===== src/rtl/fir_pkg.sv =====
// Constants and rounding/clip arithmetic shared by the 211-tap FIR filter,
// its output requantizer and their testbenches.
package fir_pkg;

  localparam int FIR_ACC_WIDTH = 40;
  localparam int FIR_OUT_WIDTH = 16;

  localparam logic signed [FIR_ACC_WIDTH:0] FIR_Q_MAX = (41'sd1 <<< (FIR_OUT_WIDTH - 1)) - 41'sd1;
  localparam logic signed [FIR_ACC_WIDTH:0] FIR_Q_MIN = -(41'sd1 <<< (FIR_OUT_WIDTH - 1));

  typedef struct packed {
    logic                            sat;
    logic signed [FIR_OUT_WIDTH-1:0] data;
  } fir_sample_t;

  // Round half-up at one extra bit of headroom, arithmetic shift, then clip.
  function automatic fir_sample_t sat_round(input logic signed [FIR_ACC_WIDTH-1:0] acc,
                                            input int unsigned shift);
    logic        [FIR_ACC_WIDTH:0] one;
    logic signed [FIR_ACC_WIDTH:0] r;
    logic signed [FIR_ACC_WIDTH:0] q;
    fir_sample_t                   res;
    one = 1;
    r   = $signed({acc[FIR_ACC_WIDTH-1], acc}) + $signed((one << shift) >> 1);
    q   = r >>> shift;
    res.sat = 1'b1;
    if (q > FIR_Q_MAX)      res.data = FIR_Q_MAX[FIR_OUT_WIDTH-1:0];
    else if (q < FIR_Q_MIN) res.data = FIR_Q_MIN[FIR_OUT_WIDTH-1:0];
    else begin
      res.sat  = 1'b0;
      res.data = q[FIR_OUT_WIDTH-1:0];
    end
    return res;
  endfunction

endpackage


===== src/rtl/fir_output_requantizer_if.sv =====
// Filter-side strobe input and consumer-side valid/ready output of the requantizer.
interface fir_output_requantizer_if #(
  parameter int ACC_WIDTH = fir_pkg::FIR_ACC_WIDTH,
  parameter int OUT_WIDTH = fir_pkg::FIR_OUT_WIDTH
) ();

  logic signed [ACC_WIDTH-1:0] in_data;
  logic                        in_valid;
  logic signed [OUT_WIDTH-1:0] out_data;
  logic                        out_valid;
  logic                        out_ready;

  modport master (
    output in_data, in_valid, out_ready,
    input  out_data, out_valid
  );

  modport slave (
    input  in_data, in_valid, out_ready,
    output out_data, out_valid
  );

endinterface


===== src/rtl/fir_sync_fifo.sv =====
// Small synchronous FIFO with combinational head read; the head value is held
// once the buffer drains so the output does not wander over stale slots.
module fir_sync_fifo import fir_pkg::*; #(
  parameter  int WIDTH = FIR_OUT_WIDTH,
  parameter  int DEPTH = 4,
  localparam int AW    = $clog2(DEPTH),
  localparam int LW    = AW + 1
) (
  input  logic             clk,
  input  logic             rst_n,
  input  logic             push,
  input  logic [WIDTH-1:0] push_data,
  input  logic             pop,
  output logic [WIDTH-1:0] pop_data,
  output logic             full,
  output logic             empty,
  output logic [LW-1:0]    level
);

  logic [WIDTH-1:0] mem_q [DEPTH];
  logic [WIDTH-1:0] mem_d [DEPTH];
  logic [AW:0]      wr_ptr_q, wr_ptr_d;
  logic [AW:0]      rd_ptr_q, rd_ptr_d;
  logic [WIDTH-1:0] hold_q, hold_d;

  assign level    = wr_ptr_q - rd_ptr_q;
  assign full     = (level == LW'(DEPTH));
  assign empty    = (wr_ptr_q == rd_ptr_q);
  assign pop_data = empty ? hold_q : mem_q[rd_ptr_q[AW-1:0]];

  // A push while full is legal only alongside a pop; the caller gates it.
  always_comb begin
    mem_d    = mem_q;
    wr_ptr_d = wr_ptr_q;
    rd_ptr_d = rd_ptr_q;
    hold_d   = hold_q;
    if (push) begin
      mem_d[wr_ptr_q[AW-1:0]] = push_data;
      wr_ptr_d                = wr_ptr_q + 1'b1;
    end
    if (pop && !empty) begin
      hold_d   = mem_q[rd_ptr_q[AW-1:0]];
      rd_ptr_d = rd_ptr_q + 1'b1;
    end
  end

  always_ff @(posedge clk or negedge rst_n) begin
    if (!rst_n) begin
      for (int i = 0; i < DEPTH; i++) mem_q[i] <= '0;
      wr_ptr_q <= '0;
      rd_ptr_q <= '0;
      hold_q   <= '0;
    end else begin
      mem_q    <= mem_d;
      wr_ptr_q <= wr_ptr_d;
      rd_ptr_q <= rd_ptr_d;
      hold_q   <= hold_d;
    end
  end

endmodule


===== src/rtl/fir_output_requantizer.sv =====
// FIR output stage: round, shift, saturate, then buffer for a stalling consumer.
// Define FIR_REQUANT_STATS_EN to add clr_stats / sat_count / drop_count.
module fir_output_requantizer import fir_pkg::*; #(
  parameter  int ACC_WIDTH  = FIR_ACC_WIDTH,
  parameter  int OUT_WIDTH  = FIR_OUT_WIDTH,
  parameter  int SHIFT      = 15,
  parameter  int FIFO_DEPTH = 4,
  localparam int LVL_W      = $clog2(FIFO_DEPTH) + 1
) (
  input  logic                     clk,
  input  logic                     rst_n,
  fir_output_requantizer_if.slave  io,
  output logic [LVL_W-1:0]         fifo_level,
  output logic                     sat_flag,
  output logic                     drop_flag
`ifdef FIR_REQUANT_STATS_EN
  ,
  input  logic                     clr_stats,
  output logic [15:0]              sat_count,
  output logic [15:0]              drop_count
`endif
);

  localparam int RW = ACC_WIDTH + 1;
  localparam logic        [RW-1:0] ONE   = RW'(1);
  localparam logic signed [RW-1:0] RND   = $signed((ONE << SHIFT) >> 1);
  localparam logic signed [RW-1:0] Q_MAX = $signed({{(RW-OUT_WIDTH+1){1'b0}}, {(OUT_WIDTH-1){1'b1}}});
  localparam logic signed [RW-1:0] Q_MIN = $signed({{(RW-OUT_WIDTH+1){1'b1}}, {(OUT_WIDTH-1){1'b0}}});

  // vld_pipe_q[0]: S1 holds a sample, vld_pipe_q[1]: S2 holds a sample.
  logic [1:0]                  vld_pipe_q, vld_pipe_d;
  logic signed [RW-1:0]        s1_acc_q, s1_acc_d;
  logic signed [RW-1:0]        s2_scaled;
  logic signed [OUT_WIDTH-1:0] s2_data_q, s2_data_d;
  logic                        s2_sat_q, s2_sat_d;

  logic fifo_full, fifo_empty, push, pop;

  always_comb begin
    vld_pipe_d = {vld_pipe_q[0], io.in_valid};
    s1_acc_d   = s1_acc_q;
    if (io.in_valid) s1_acc_d = $signed({io.in_data[ACC_WIDTH-1], io.in_data}) + RND;

    s2_scaled = s1_acc_q >>> SHIFT;
    s2_data_d = s2_data_q;
    s2_sat_d  = s2_sat_q;
    if (vld_pipe_q[0]) begin
      s2_sat_d = 1'b1;
      if (s2_scaled > Q_MAX)      s2_data_d = {1'b0, {(OUT_WIDTH-1){1'b1}}};
      else if (s2_scaled < Q_MIN) s2_data_d = {1'b1, {(OUT_WIDTH-1){1'b0}}};
      else begin
        s2_sat_d  = 1'b0;
        s2_data_d = s2_scaled[OUT_WIDTH-1:0];
      end
    end
  end

  always_ff @(posedge clk or negedge rst_n) begin
    if (!rst_n) begin
      vld_pipe_q <= '0;
      s1_acc_q   <= '0;
      s2_data_q  <= '0;
      s2_sat_q   <= 1'b0;
    end else begin
      vld_pipe_q <= vld_pipe_d;
      s1_acc_q   <= s1_acc_d;
      s2_data_q  <= s2_data_d;
      s2_sat_q   <= s2_sat_d;
    end
  end

  // A full buffer still accepts when the consumer frees the head this cycle.
  assign pop       = io.out_valid & io.out_ready;
  assign push      = vld_pipe_q[1] & (~fifo_full | pop);
  assign sat_flag  = vld_pipe_q[1] & s2_sat_q;
  assign drop_flag = vld_pipe_q[1] & fifo_full & ~pop;

  assign io.out_valid = ~fifo_empty;

  fir_sync_fifo #(
    .WIDTH (OUT_WIDTH),
    .DEPTH (FIFO_DEPTH)
  ) u_fifo (
    .clk       (clk),
    .rst_n     (rst_n),
    .push      (push),
    .push_data (s2_data_q),
    .pop       (pop),
    .pop_data  (io.out_data),
    .full      (fifo_full),
    .empty     (fifo_empty),
    .level     (fifo_level)
  );

`ifdef FIR_REQUANT_STATS_EN
  logic [15:0] sat_cnt_q, sat_cnt_d;
  logic [15:0] drop_cnt_q, drop_cnt_d;

  always_comb begin
    sat_cnt_d  = sat_cnt_q;
    drop_cnt_d = drop_cnt_q;
    if (clr_stats) begin
      sat_cnt_d  = '0;
      drop_cnt_d = '0;
    end else begin
      if (sat_flag && sat_cnt_q != 16'hFFFF)   sat_cnt_d  = sat_cnt_q + 16'd1;
      if (drop_flag && drop_cnt_q != 16'hFFFF) drop_cnt_d = drop_cnt_q + 16'd1;
    end
  end

  always_ff @(posedge clk or negedge rst_n) begin
    if (!rst_n) begin
      sat_cnt_q  <= '0;
      drop_cnt_q <= '0;
    end else begin
      sat_cnt_q  <= sat_cnt_d;
      drop_cnt_q <= drop_cnt_d;
    end
  end

  assign sat_count  = sat_cnt_q;
  assign drop_count = drop_cnt_q;
`endif

endmodule


===== src/flat_wrapper.sv =====
// flat-port wrapper written by rule: the top's interface ports become plain ports
module fir_output_requantizer_flat import fir_pkg::*;
#(
  parameter  int ACC_WIDTH  = FIR_ACC_WIDTH,
  parameter  int OUT_WIDTH  = FIR_OUT_WIDTH,
  parameter  int SHIFT      = 15,
  parameter  int FIFO_DEPTH = 4,
  localparam int LVL_W      = $clog2(FIFO_DEPTH) + 1
)
  (clk, rst_n, fifo_level, sat_flag, drop_flag, io_in_data, io_in_valid, io_out_ready, io_out_data, io_out_valid);
  fir_output_requantizer_if #(.ACC_WIDTH(ACC_WIDTH), .OUT_WIDTH(OUT_WIDTH)) io_i ();
  input  logic clk;
  input  logic rst_n;
  output logic [LVL_W-1:0] fifo_level;
  output logic sat_flag;
  output logic drop_flag;
  input wire logic [$bits(io_i.in_data)-1:0] io_in_data;
  input wire logic [$bits(io_i.in_valid)-1:0] io_in_valid;
  input wire logic [$bits(io_i.out_ready)-1:0] io_out_ready;
  output wire logic [$bits(io_i.out_data)-1:0] io_out_data;
  output wire logic [$bits(io_i.out_valid)-1:0] io_out_valid;
  assign io_i.in_data = io_in_data;
  assign io_i.in_valid = io_in_valid;
  assign io_i.out_ready = io_out_ready;
  assign io_out_data = io_i.out_data;
  assign io_out_valid = io_i.out_valid;
  fir_output_requantizer #(.ACC_WIDTH(ACC_WIDTH), .OUT_WIDTH(OUT_WIDTH), .SHIFT(SHIFT), .FIFO_DEPTH(FIFO_DEPTH)) u_core (.clk(clk), .rst_n(rst_n), .io(io_i), .fifo_level(fifo_level), .sat_flag(sat_flag), .drop_flag(drop_flag));
endmodule

===== config.mk =====
export PLATFORM = sky130hd
export DESIGN_NAME = fir_output_requantizer_flat
export DESIGN_NICKNAME = d
export VERILOG_FILES = /design/src/rtl/fir_pkg.sv /design/src/rtl/fir_output_requantizer_if.sv /design/src/rtl/fir_sync_fifo.sv /design/src/rtl/fir_output_requantizer.sv /design/src/flat_wrapper.sv
export SDC_FILE = /design/constraint.sdc
export NUM_CORES = 1
export LEC_CHECK = 0
export BUFFER_PORTS_ARGS = -buffer_cell sky130_fd_sc_hd__buf_2
export CAP_MARGIN = 0
export CORE_UTILIZATION = 59
export CTS_CLUSTER_SIZE = 40
export DETAILED_ROUTE_END_ITERATION = 7
export HOLD_SLACK_MARGIN = 0.03
export PLACE_DENSITY_LB_ADDON = 0.12
export SKIP_LAST_GASP = 1
export SYNTH_ARGS = -nofsm -noshare
export SYNTH_HDL_FRONTEND = slang
export SYNTH_HIERARCHICAL = 1
export SYNTH_SLANG_ARGS = --single-unit

===== constraint.sdc =====
create_clock -name clk -period 3.94 [get_ports clk]
set_input_delay 0.788 -clock clk [delete_from_list [all_inputs] [get_ports clk]]
set_output_delay 0.788 -clock clk [all_outputs]
set_load 0.005 [all_outputs]

==> flow_summary.json, run 1 <==
{
  "status": "finished clean",
  "ys_seq_area_share_pct": 52.9,
  "hold_path.class": "input pin to asynchronous set/reset pin",
  "cts_tree": "yes",
  "finalClockSkew_ps": 11.4,
  "vdd_drop_max_mv": 0.523,
  "maxSlewHeadroom_pct": 44.4,
  "grt_setup_unrepaired": "false",
  "p_per_area_mw_per_mm2": 845,
  "grt_pass1_vias": 4230,
  "ant_nets": 0,
  "final_core_util_pct": 70.7,
  "path_class": "flop to primary output",
  "worst_pin_slew_ps": 834,
  "fmax_mhz": 290,
  "cts_buffers": 17,
  "p_clk_share_pct": 29.4,
  "avgSynthCellArea_sq_um": 12.6,
  "clk_pin_slew_ps": 60,
  "drtIter0Drc": 183,
  "ios": 66,
  "diodes": 0,
  "wl_per_cell_microns": 17.6,
  "r2r-start": "u_core/u_fifo/wr_ptr_q[0]",
  "grt_pass1_wl_microns": 21200,
  "post_cts_buffers": 0,
  "maxCapViolCount": 0,
  "ctsHoldBuffers": 0,
  "setup_tns_ps": 0,
  "synth-edff-count": 0,
  "clk_latency_ps": 520,
  "overflow": 0,
  "crit_path_start_kind": "flop",
  "slowest_stage": "nor2_2",
  "cp_max_fo": 9,
  "die_h_microns": 105,
  "yosys_most_used_dff": "dfrtp_1",
  "clock_path_buffers": 2,
  "hpwl_microns": 7870,
  "syn-num-nets": 544,
  "drive_above_1_share_pct": 38.8,
  "synth-seq-cells": 131,
  "core_area_sq_mm": 0.0103,
  "min_period_ps": 3450,
  "cts_root_buf": "clkbuf_8",
  "synth.distinct_cells": 38,
  "p_sw_share_pct": 29.2,
  "min_period_over_period_pct": 87.5,
  "port_buffers": 51,
  "critPathRequiredTime_ps": 3150,
  "final_nets": 600,
  "route.detailed.drc": 0,
  "ys_warn_count": 6,
  "slowest_delay_ps": 420,
  "p_leak_nw": 3.23,
  "clock-sinks": 131,
  "initial_utilization_pct": 60.3,
  "netlist_area_sq_mm": 0.00620,
  "critical_path.startpoint": "u_core/u_fifo/wr_ptr_q[0]",
  "power_frac_comb_pct": 36.3,
  "first_pass_iters": 4,
  "worst_hold_slack_ps": 320,
  "path_cells": "inv_1 > ha_1 > nand2_1 > nor2_2 > buf_4 > mux2_2 > buf_2",
  "routed_wl_microns": 12200,
  "vias_per_cell": 5.84,
  "syn_inst": 491,
  "setup_viol": 0,
  "hold_viol": 0,
  "slew_violations": 0,
  "antenna_found_initial": 0,
  "cp.arrival_ps": 2660,
  "seqPwrFrac_pct": 34.3,
  "p_int_mw": 4.35,
  "ctsHtreeMaxLevel": 4,
  "vias": 4068,
  "die_area_sq_mm": 0.0109,
  "area_growth_pct": 17.2,
  "r2r_slack_ps": 1080,
  "power.switching_mw": 1.79,
  "rows": 37,
  "end_kind": "primary output",
  "async_reset_ff_share_pct": 100,
  "die_w_microns": 105,
  "cts_resized": 0,
  "place_congestion": 0.835,
  "gr-usage-all-layers_pct": 25.2,
  "grt_start_max_net_pins": 78
}
==> final timing paths <==
kind,end,cells past startpoint
min in group clk,u_core/u_fifo/mem_q[17],1
hold / removal,u_core/u_fifo/hold_q[2],1
setup reg to reg,u_core/u_fifo/mem_q[10],9
setup / recovery,io_out_data[13],7
max in group asynchronous,u_core/u_fifo/mem_q[45],2
hold reg to reg,u_core/u_fifo/mem_q[17],1
==> Yosys cell counts (4+ instances only) <==
master | n | area share (%)
dfrtp_1 | 131 | 53
mux2_2 | 99 | 18
nor2_1 | 41 | 2.5
inv_1 | 28 | 1.7
mux4_2 | 16 | 5.8
a31oi_1 | 15 | 1.5
nand2_1 | 15 | 0.91
o22ai_1 | 15 | 1.5
o21ai_0 | 12 | 0.97
a21oi_1 | 11 | 0.89
clkbuf_1 | 11 | 0.67
nand4_1 | 10 | 1.0
nand3_1 | 9 | 0.73
or3_1 | 9 | 0.91
ha_1 | 8 | 1.6
xnor2_1 | 8 | 1.1
xor2_1 | 8 | 1.1
buf_2 | 6 | 0.48
or4_1 | 5 | 0.61
buf_6 | 4 | 0.73
o31ai_1 | 4 | 0.48
==> cell type report <==
| type | count | area (sq um) |
|---|---|---|
| tap | 136 | 170 |
| sequential | 131 | 3280 |
| clock inverter | 14 | 256 |
| multi-input combinational | 309 | 2690 |
| timing repair buffer | 60 | 338 |
| inverter | 28 | 105 |
| clock buffer | 18 | 428 |
| fill | 724 | 3010 |
==> metal layers <==
metal | vias up | part of all wire, % | GRT usage (%)
met4 | 0 | 1.0 | 7.86
li1 | 1905 | - | -
met5 | - | 0 | 0
met1 | 2074 | 45 | 32.9
met2 | 77 | 50 | 42.1
met3 | 12 | 3.5 | 5.51
==> registers in the layout, summed over array words and instances, names as in the netlist <==
signal,cells
u_core/vld_pipe_q,2
u_core/u_fifo/mem_q,64
u_core/s1_acc_q,26
u_core/u_fifo/wr_ptr_q,3
u_core/s2_sat_q,1
u_core/u_fifo/rd_ptr_q,3
u_core/s2_data_q,16
u_core/u_fifo/hold_q,16
==> logic make-up after synthesis <==
kind of cell               share of synthesized area [%]
muxes                                               23.8
buffers and inverters                               3.75
adders and majority gates                           1.94
DFF                                                 52.9
AOI/OAI and AO/OA                                   5.99
and+or+nand+nor                                     9.14
xor gates and xnor gates                            2.52
==> cell usage in the layout, fill, tap and decap left out, drive strengths merged, types with 11 or more instances in the layout <==
| master | count |
|---|---|
| inv | 29 |
| dfrtp | 131 |
| mux4 | 16 |
| o21ai | 13 |
| o22ai | 15 |
| a21oi | 11 |
| clkbuf | 18 |
| nand4 | 12 |
| nand2 | 15 |
| buf | 60 |
| a31oi | 15 |
| mux2 | 99 |
| nor2 | 42 |
==> per-stage QoR <==
step / area [sq um] / std cells / power, mW / setup WS (ps)
2_1_floorplan: 6200 / 491 / 3.72 / 845
3_3_place_gp: 6580 / 664 / 4.26 / 1030
3_5_place_dp: 6580 / 664 / 4.35 / 1030
4_1_cts: 7270 / 696 / 6.19 / 440
5_1_grt: 7270 / 696 / 6.50 / 295
6_report: 7270 / 696 / 6.14 / 494
==> power by group through the flow <==
stage	Sequential (mW)	Combinational, mW	Clock [mW]
after floorplan	2.03	1.69	0
after global placement	2.08	2.18	0
after detailed placement	2.12	2.23	0
after CTS	2.11	2.26	1.83
after global routing	2.17	2.44	1.89
final	2.11	2.23	1.80
==> worst max-delay path, delay by kind of cell (launching register included) <==
family                     cells  cell delay, ps
adders and majority gates      1             320
and+or+nand+nor                2             550
DFF                            1             410
muxes                          1             350
buffers and inverters          3             500
(Power assumes the default switching activity.)
==> run 2: changes to the inputs <==
--- a/config.mk
+++ b/config.mk
@@ -8,5 +8,5 @@
 export BUFFER_PORTS_ARGS = -buffer_cell sky130_fd_sc_hd__buf_2
 export CAP_MARGIN = 0
-export CORE_UTILIZATION = 59
+export CORE_UTILIZATION = 60
 export CTS_CLUSTER_SIZE = 40
 export DETAILED_ROUTE_END_ITERATION = 7
@@ -14,4 +14,5 @@
 export PLACE_DENSITY_LB_ADDON = 0.12
 export SKIP_LAST_GASP = 1
+export SLEW_MARGIN = 20
 export SYNTH_ARGS = -nofsm -noshare
 export SYNTH_HDL_FRONTEND = slang
==> constraint.sdc (replaced) <==
create_clock -name clk -period 4.4 [get_ports clk]
set_input_delay 0.88 -clock clk [delete_from_list [all_inputs] [get_ports clk]]
set_output_delay 0.88 -clock clk [all_outputs]
set_load 0.01 [all_outputs]
==> flow_summary.json, run 2 (same netlist as run 1, synthesis figures left out) <==
{
  "worst_pin_slew_ps": 959,
  "ant_nets": 0,
  "largest_reg_flops": 64,
  "ff2ff_path_depth": 10,
  "gr-usage-all-layers_pct": 24.7,
  "min_period_ps": 3680,
  "ctsHtreeMaxLevel": 4,
  "clock-sinks": 131,
  "slowest_stage": "dfrtp_1",
  "worstHoldStart": "u_core/u_fifo/mem_q[31]",
  "p_clk_share_pct": 24.3,
  "regMostFlops": "u_core/u_fifo/mem_q",
  "cts_root_buf": "clkbuf_8",
  "setup_tns_ps": 0,
  "dp_cells": 661,
  "grt_start_max_net_pins": 77,
  "finalClockSkew_ps": 9.79,
  "antenna_found_initial": 0,
  "critPathRequiredTime_ps": 3520,
  "diodes": 0,
  "core_area_sq_mm": 0.00991,
  "path_cells": "inv_1 > ha_1 > nand2_1 > nor2_2 > buf_4 > mux2_2 > buf_2",
  "path_depth": 7,
  "power.switching_mw": 1.71,
  "p_int_mw": 3.54,
  "initial_utilization_pct": 62.6,
  "r2r_end": "u_core/u_fifo/mem_q[2]",
  "r2r-start": "u_core/u_fifo/rd_ptr_q[1]",
  "final_cell_mix": "131 x dfrtp_1, 99 x mux2_2, 50 x buf_2, 41 x nor2_1, 28 x inv_1",
  "ios": 66,
  "final_nets": 600,
  "layout.cells.non_filler": 693,
  "port_buffers": 51,
  "critical_path.startpoint": "u_core/u_fifo/rd_ptr_q[1]",
  "end_kind": "primary output",
  "overflow": 0,
  "die_area_sq_mm": 0.0107,
  "slowest_delay_ps": 620,
  "post_cts_buffers": 0,
  "hold_viol": 0,
  "vias": 4058,
  "first_pass_iters": 6,
  "grt_pass1_vias": 4150,
  "die_w_microns": 104,
  "cp_top_family": "flip-flops",
  "p_leak_nw": 3.16,
  "grtUsageMet2_pct": 41.6,
  "p_per_area_mw_per_mm2": 738,
  "area_growth_pct": 14.9,
  "vdd_drop_max_mv": 0.460,
  "die_h_microns": 104,
  "min_period_over_period_pct": 83.5,
  "setup_viol": 0,
  "slew_violations": 0,
  "power_mw": 5.26,
  "routed_wl_microns": 12100,
  "dp_slack_ps": 1220,
  "power_frac_comb_pct": 39.5,
  "p_sw_share_pct": 32.6,
  "clk_latency_ps": 510,
  "rows": 36,
  "fin_ws_ps": 725,
  "path_buf_inv": 3,
  "use_met3_pct": 4.78,
  "top_regs": "u_core/u_fifo/mem_q: 64 flops, u_core/s1_acc_q: 26 flops",
  "fmax_mhz": 272,
  "top_usage_layer": "met2",
  "path_class": "flop to primary output",
  "maxCapViolCount": 0,
  "worst_hold_slack_ps": 504,
  "grt_setup_unrepaired": "false",
  "hpwl_microns": 8050,
  "route.detailed.drc": 0,
  "crit_end": "io_out_data[7]",
  "grtUsageMet1_pct": 32.9,
  "drtIter0Drc": 149,
  "cts_buffers": 17,
  "cts_tree": "yes",
  "place_congestion": 0.857,
  "cp.arrival_ps": 2800,
  "cts_resized": 0,
  "status": "finished clean",
  "clock_path_buffers": 2,
  "ctsHoldBuffers": 0,
  "clk_pin_slew_ps": 60,
  "crit_path_start_kind": "flop",
  "layout_commonest_cell": "dfrtp_1",
  "vias_per_cell": 5.86,
  "grt_pass1_wl_microns": 20700,
  "drive_above_1_share_pct": 38.6,
  "hold_path.class": "flop to flop",
  "maxSlewHeadroom_pct": 36.0,
  "wl_per_cell_microns": 17.4,
  "cp_max_fo": 9,
  "seqPwrFrac_pct": 36.2,
  "r2r_slack_ps": 1380
}
[run 2: cell count changes in the layout (fill, tap and decap cells not counted), sizes merged]
cell,before,now
inv,29,32
clkinvlp,0,3
bufinv,7,1
[run 2: power groups by stage]
stage | combinational [mW] | clock [mW] | sequential [mW]
floorplan | 1.61 | 0 | 1.82
global placement | 2.02 | 0 | 1.88
detailed placement | 2.08 | 0 | 1.92
CTS | 2.10 | 1.30 | 1.90
global route | 2.27 | 1.36 | 1.95
finish | 2.08 | 1.28 | 1.90
[run 2: per-stage QoR]
stage	utilization, %	instance area, sq um
finish	71.9	7120
global route	71.9	7120
CTS	71.9	7120
detailed placement	66.4	6580
global placement	66.4	6580
floorplan	-	6200
[run 2: layer usage]
| layer | wire (microns) | up-vias |
|---|---|---|
| met5 | 0 | - |
| met4 | 102 | 0 |
| met3 | 403 | 13 |
| met2 | 6160 | 86 |
| met1 | 5420 | 2060 |
| li1 | - | 1899 |
[run 2: cell type report]
type	instances	area, sq um
Clock buffer	18	418
Clock inverter	14	129
Fill cell	690	2790
Inverter	28	105
Multi-Input combinational cell	309	2690
Sequential cell	131	3280
Tap cell	133	166
Timing Repair Buffer	60	338
[run 2: worst min-delay path by stage]
stage                               to  cells past startpoint  slack [ps]
2_1_floorplan     u_core/vld_pipe_q[1]                      0         350
3_3_place_gp    u_core/u_fifo/mem_q[3]                      1         480
3_5_place_dp   u_core/u_fifo/mem_q[26]                      1         490
4_1_cts        u_core/u_fifo/mem_q[26]                      1         500
5_1_grt        u_core/u_fifo/mem_q[55]                      1         520
6_report       u_core/u_fifo/mem_q[31]                      1         500
==> run 3: changes to the inputs <==
CORE_UTILIZATION = 59   (was 60)
clock period = 3.7 ns   (was 4.4 ns; I/O delays follow)
==> flow_summary.json, run 3 (same netlist as run 1, synthesis figures left out) <==
{
  "first_pass_iters": 4,
  "port_buffers": 51,
  "layout_commonest_cell": "dfrtp_1",
  "setup_viol": 0,
  "finalClockSkew_ps": 7.20,
  "die_w_microns": 105,
  "min_period_over_period_pct": 91.7,
  "maxSlewHeadroom_pct": 44.4,
  "clk_pin_slew_ps": 60,
  "vias": 4007,
  "top_usage_layer": "met2",
  "post_cts_buffers": 0,
  "ant_nets": 0,
  "ctsHtreeMaxLevel": 4,
  "overflow": 0,
  "status": "finished clean",
  "setup_tns_ps": 0,
  "grt_start_max_net_pins": 58,
  "initial_utilization_pct": 60.3,
  "crit_path_start_kind": "flop",
  "end_kind": "primary output",
  "cp.arrival_ps": 2650,
  "route.detailed.drc": 0,
  "place_congestion": 0.813,
  "gr-usage-all-layers_pct": 24.3,
  "diodes": 0,
  "grtUsageMet2_pct": 41.5,
  "cts_tree": "yes",
  "cts_buffers": 17,
  "worst_hold_slack_ps": 288,
  "r2r_slack_ps": 900,
  "final_cell_mix": "131 x dfrtp_1, 99 x mux2_2, 50 x buf_2, 41 x nor2_1, 28 x inv_1",
  "maxCapViolCount": 0,
  "worst_pin_slew_ps": 835,
  "grtUsageMet1_pct": 31.3,
  "final_nets": 603,
  "routed_wl_microns": 11900,
  "hpwl_microns": 8160,
  "core_area_sq_mm": 0.0103,
  "grt_pass1_wl_microns": 20700,
  "clock_path_buffers": 2,
  "cts_root_buf": "clkbuf_8",
  "final_area_sq_mm": 0.00714,
  "area_growth_pct": 15.1,
  "largest_reg_flops": 64,
  "drtIter0Drc": 134,
  "ios": 66,
  "vias_per_cell": 5.73,
  "vdd_drop_max_mv": 0.629,
  "cp_max_fo": 9,
  "p_per_area_mw_per_mm2": 872,
  "r2r_end": "u_core/u_fifo/mem_q[1]",
  "regMostFlops": "u_core/u_fifo/mem_q",
  "critPathRequiredTime_ps": 2960,
  "clk_latency_ps": 500,
  "die_h_microns": 105,
  "p_leak_nw": 3.17,
  "r2r-start": "u_core/u_fifo/wr_ptr_q[0]",
  "fmax_mhz": 295,
  "dpl-instance-area_sq_mm": 0.00660,
  "grt_pass1_vias": 4212,
  "cts_resized": 0,
  "die_area_sq_mm": 0.0109,
  "drive_above_1_share_pct": 38.5,
  "slew_violations": 0,
  "use_met3_pct": 5.33,
  "min_period_ps": 3390,
  "hold_path.class": "input pin to asynchronous set/reset pin",
  "antenna_found_initial": 0,
  "hold_viol": 0,
  "grt_setup_unrepaired": "false",
  "clock-sinks": 131,
  "rows": 37,
  "wl_per_cell_microns": 17.0,
  "path_class": "flop to primary output",
  "ctsHoldBuffers": 0,
  "top_regs": "u_core/u_fifo/mem_q: 64 flops, u_core/s1_acc_q: 26 flops",
  "ff2ff_path_depth": 11
}
run 3: cell types whose count changed in the layout (fill, tap and decap cells not counted):
cell / delta
clkbuf_1: +2
buf_4: +3
clkinv_2: +1
clkinv_4: -1
inv_6: -2
run 3: per-layer routing:
| metal | vias up | share of wire, % |
|---|---|---|
| met4 | 0 | 0.60 |
| li1 | 1897 | - |
| met1 | 2034 | 45 |
| met2 | 66 | 51 |
| met3 | 10 | 3.1 |
| met5 | - | 0 |
run 3: worst max path at each step:
stage	from	endpoint	slack, ps	cells after the start
after floorplan	u_core/u_fifo/rd_ptr_q[1]	u_core/u_fifo/mem_q[10]	580	14
after global placement	u_core/u_fifo/wr_ptr_q[0]	io_out_data[10]	840	7
after detailed placement	u_core/u_fifo/wr_ptr_q[0]	io_out_data[10]	810	7
after CTS	u_core/u_fifo/wr_ptr_q[0]	io_out_data[9]	260	7
after global routing	u_core/u_fifo/wr_ptr_q[0]	io_out_data[9]	140	7
final	u_core/u_fifo/wr_ptr_q[0]	io_out_data[13]	310	7
run 3: metrics by stage:
stage / setup WS, ps / cells / utilization [%] / total power [mW]
final: 305 / 699 / 69.4 / 6.22
after global routing: 141 / 699 / 69.4 / 6.59
after CTS: 259 / 699 / 69.4 / 6.28
after detailed placement: 806 / 667 / 64.3 / 4.77
after global placement: 840 / 667 / 64.3 / 4.65
after floorplan: 578 / 491 / - / 4.07
run 3: cell type report:
cell class	instances	area, sq um
timing repair buffer	63	360
clock inverter	12	108
tap	136	170
fill	749	3140
clock buffer	20	425
multi-input combinational	309	2690
inverter	28	105
sequential	131	3280
run 3: power breakdown:
part / switching (mW) / leakage, nW / internal (mW)
sequential: 0.280 / 1.58 / 1.95
combinational: 1.13 / 1.33 / 1.37
clock: 0.595 / 0.255 / 0.890
run 3: critical path, cell delays in order, from the launching register on:
cell and delay, ps:
dfrtp_1 400, inv_1 100, ha_1 330, nand2_1 140, nor2_2 420, buf_4 270
mux2_2 350, buf_2 140
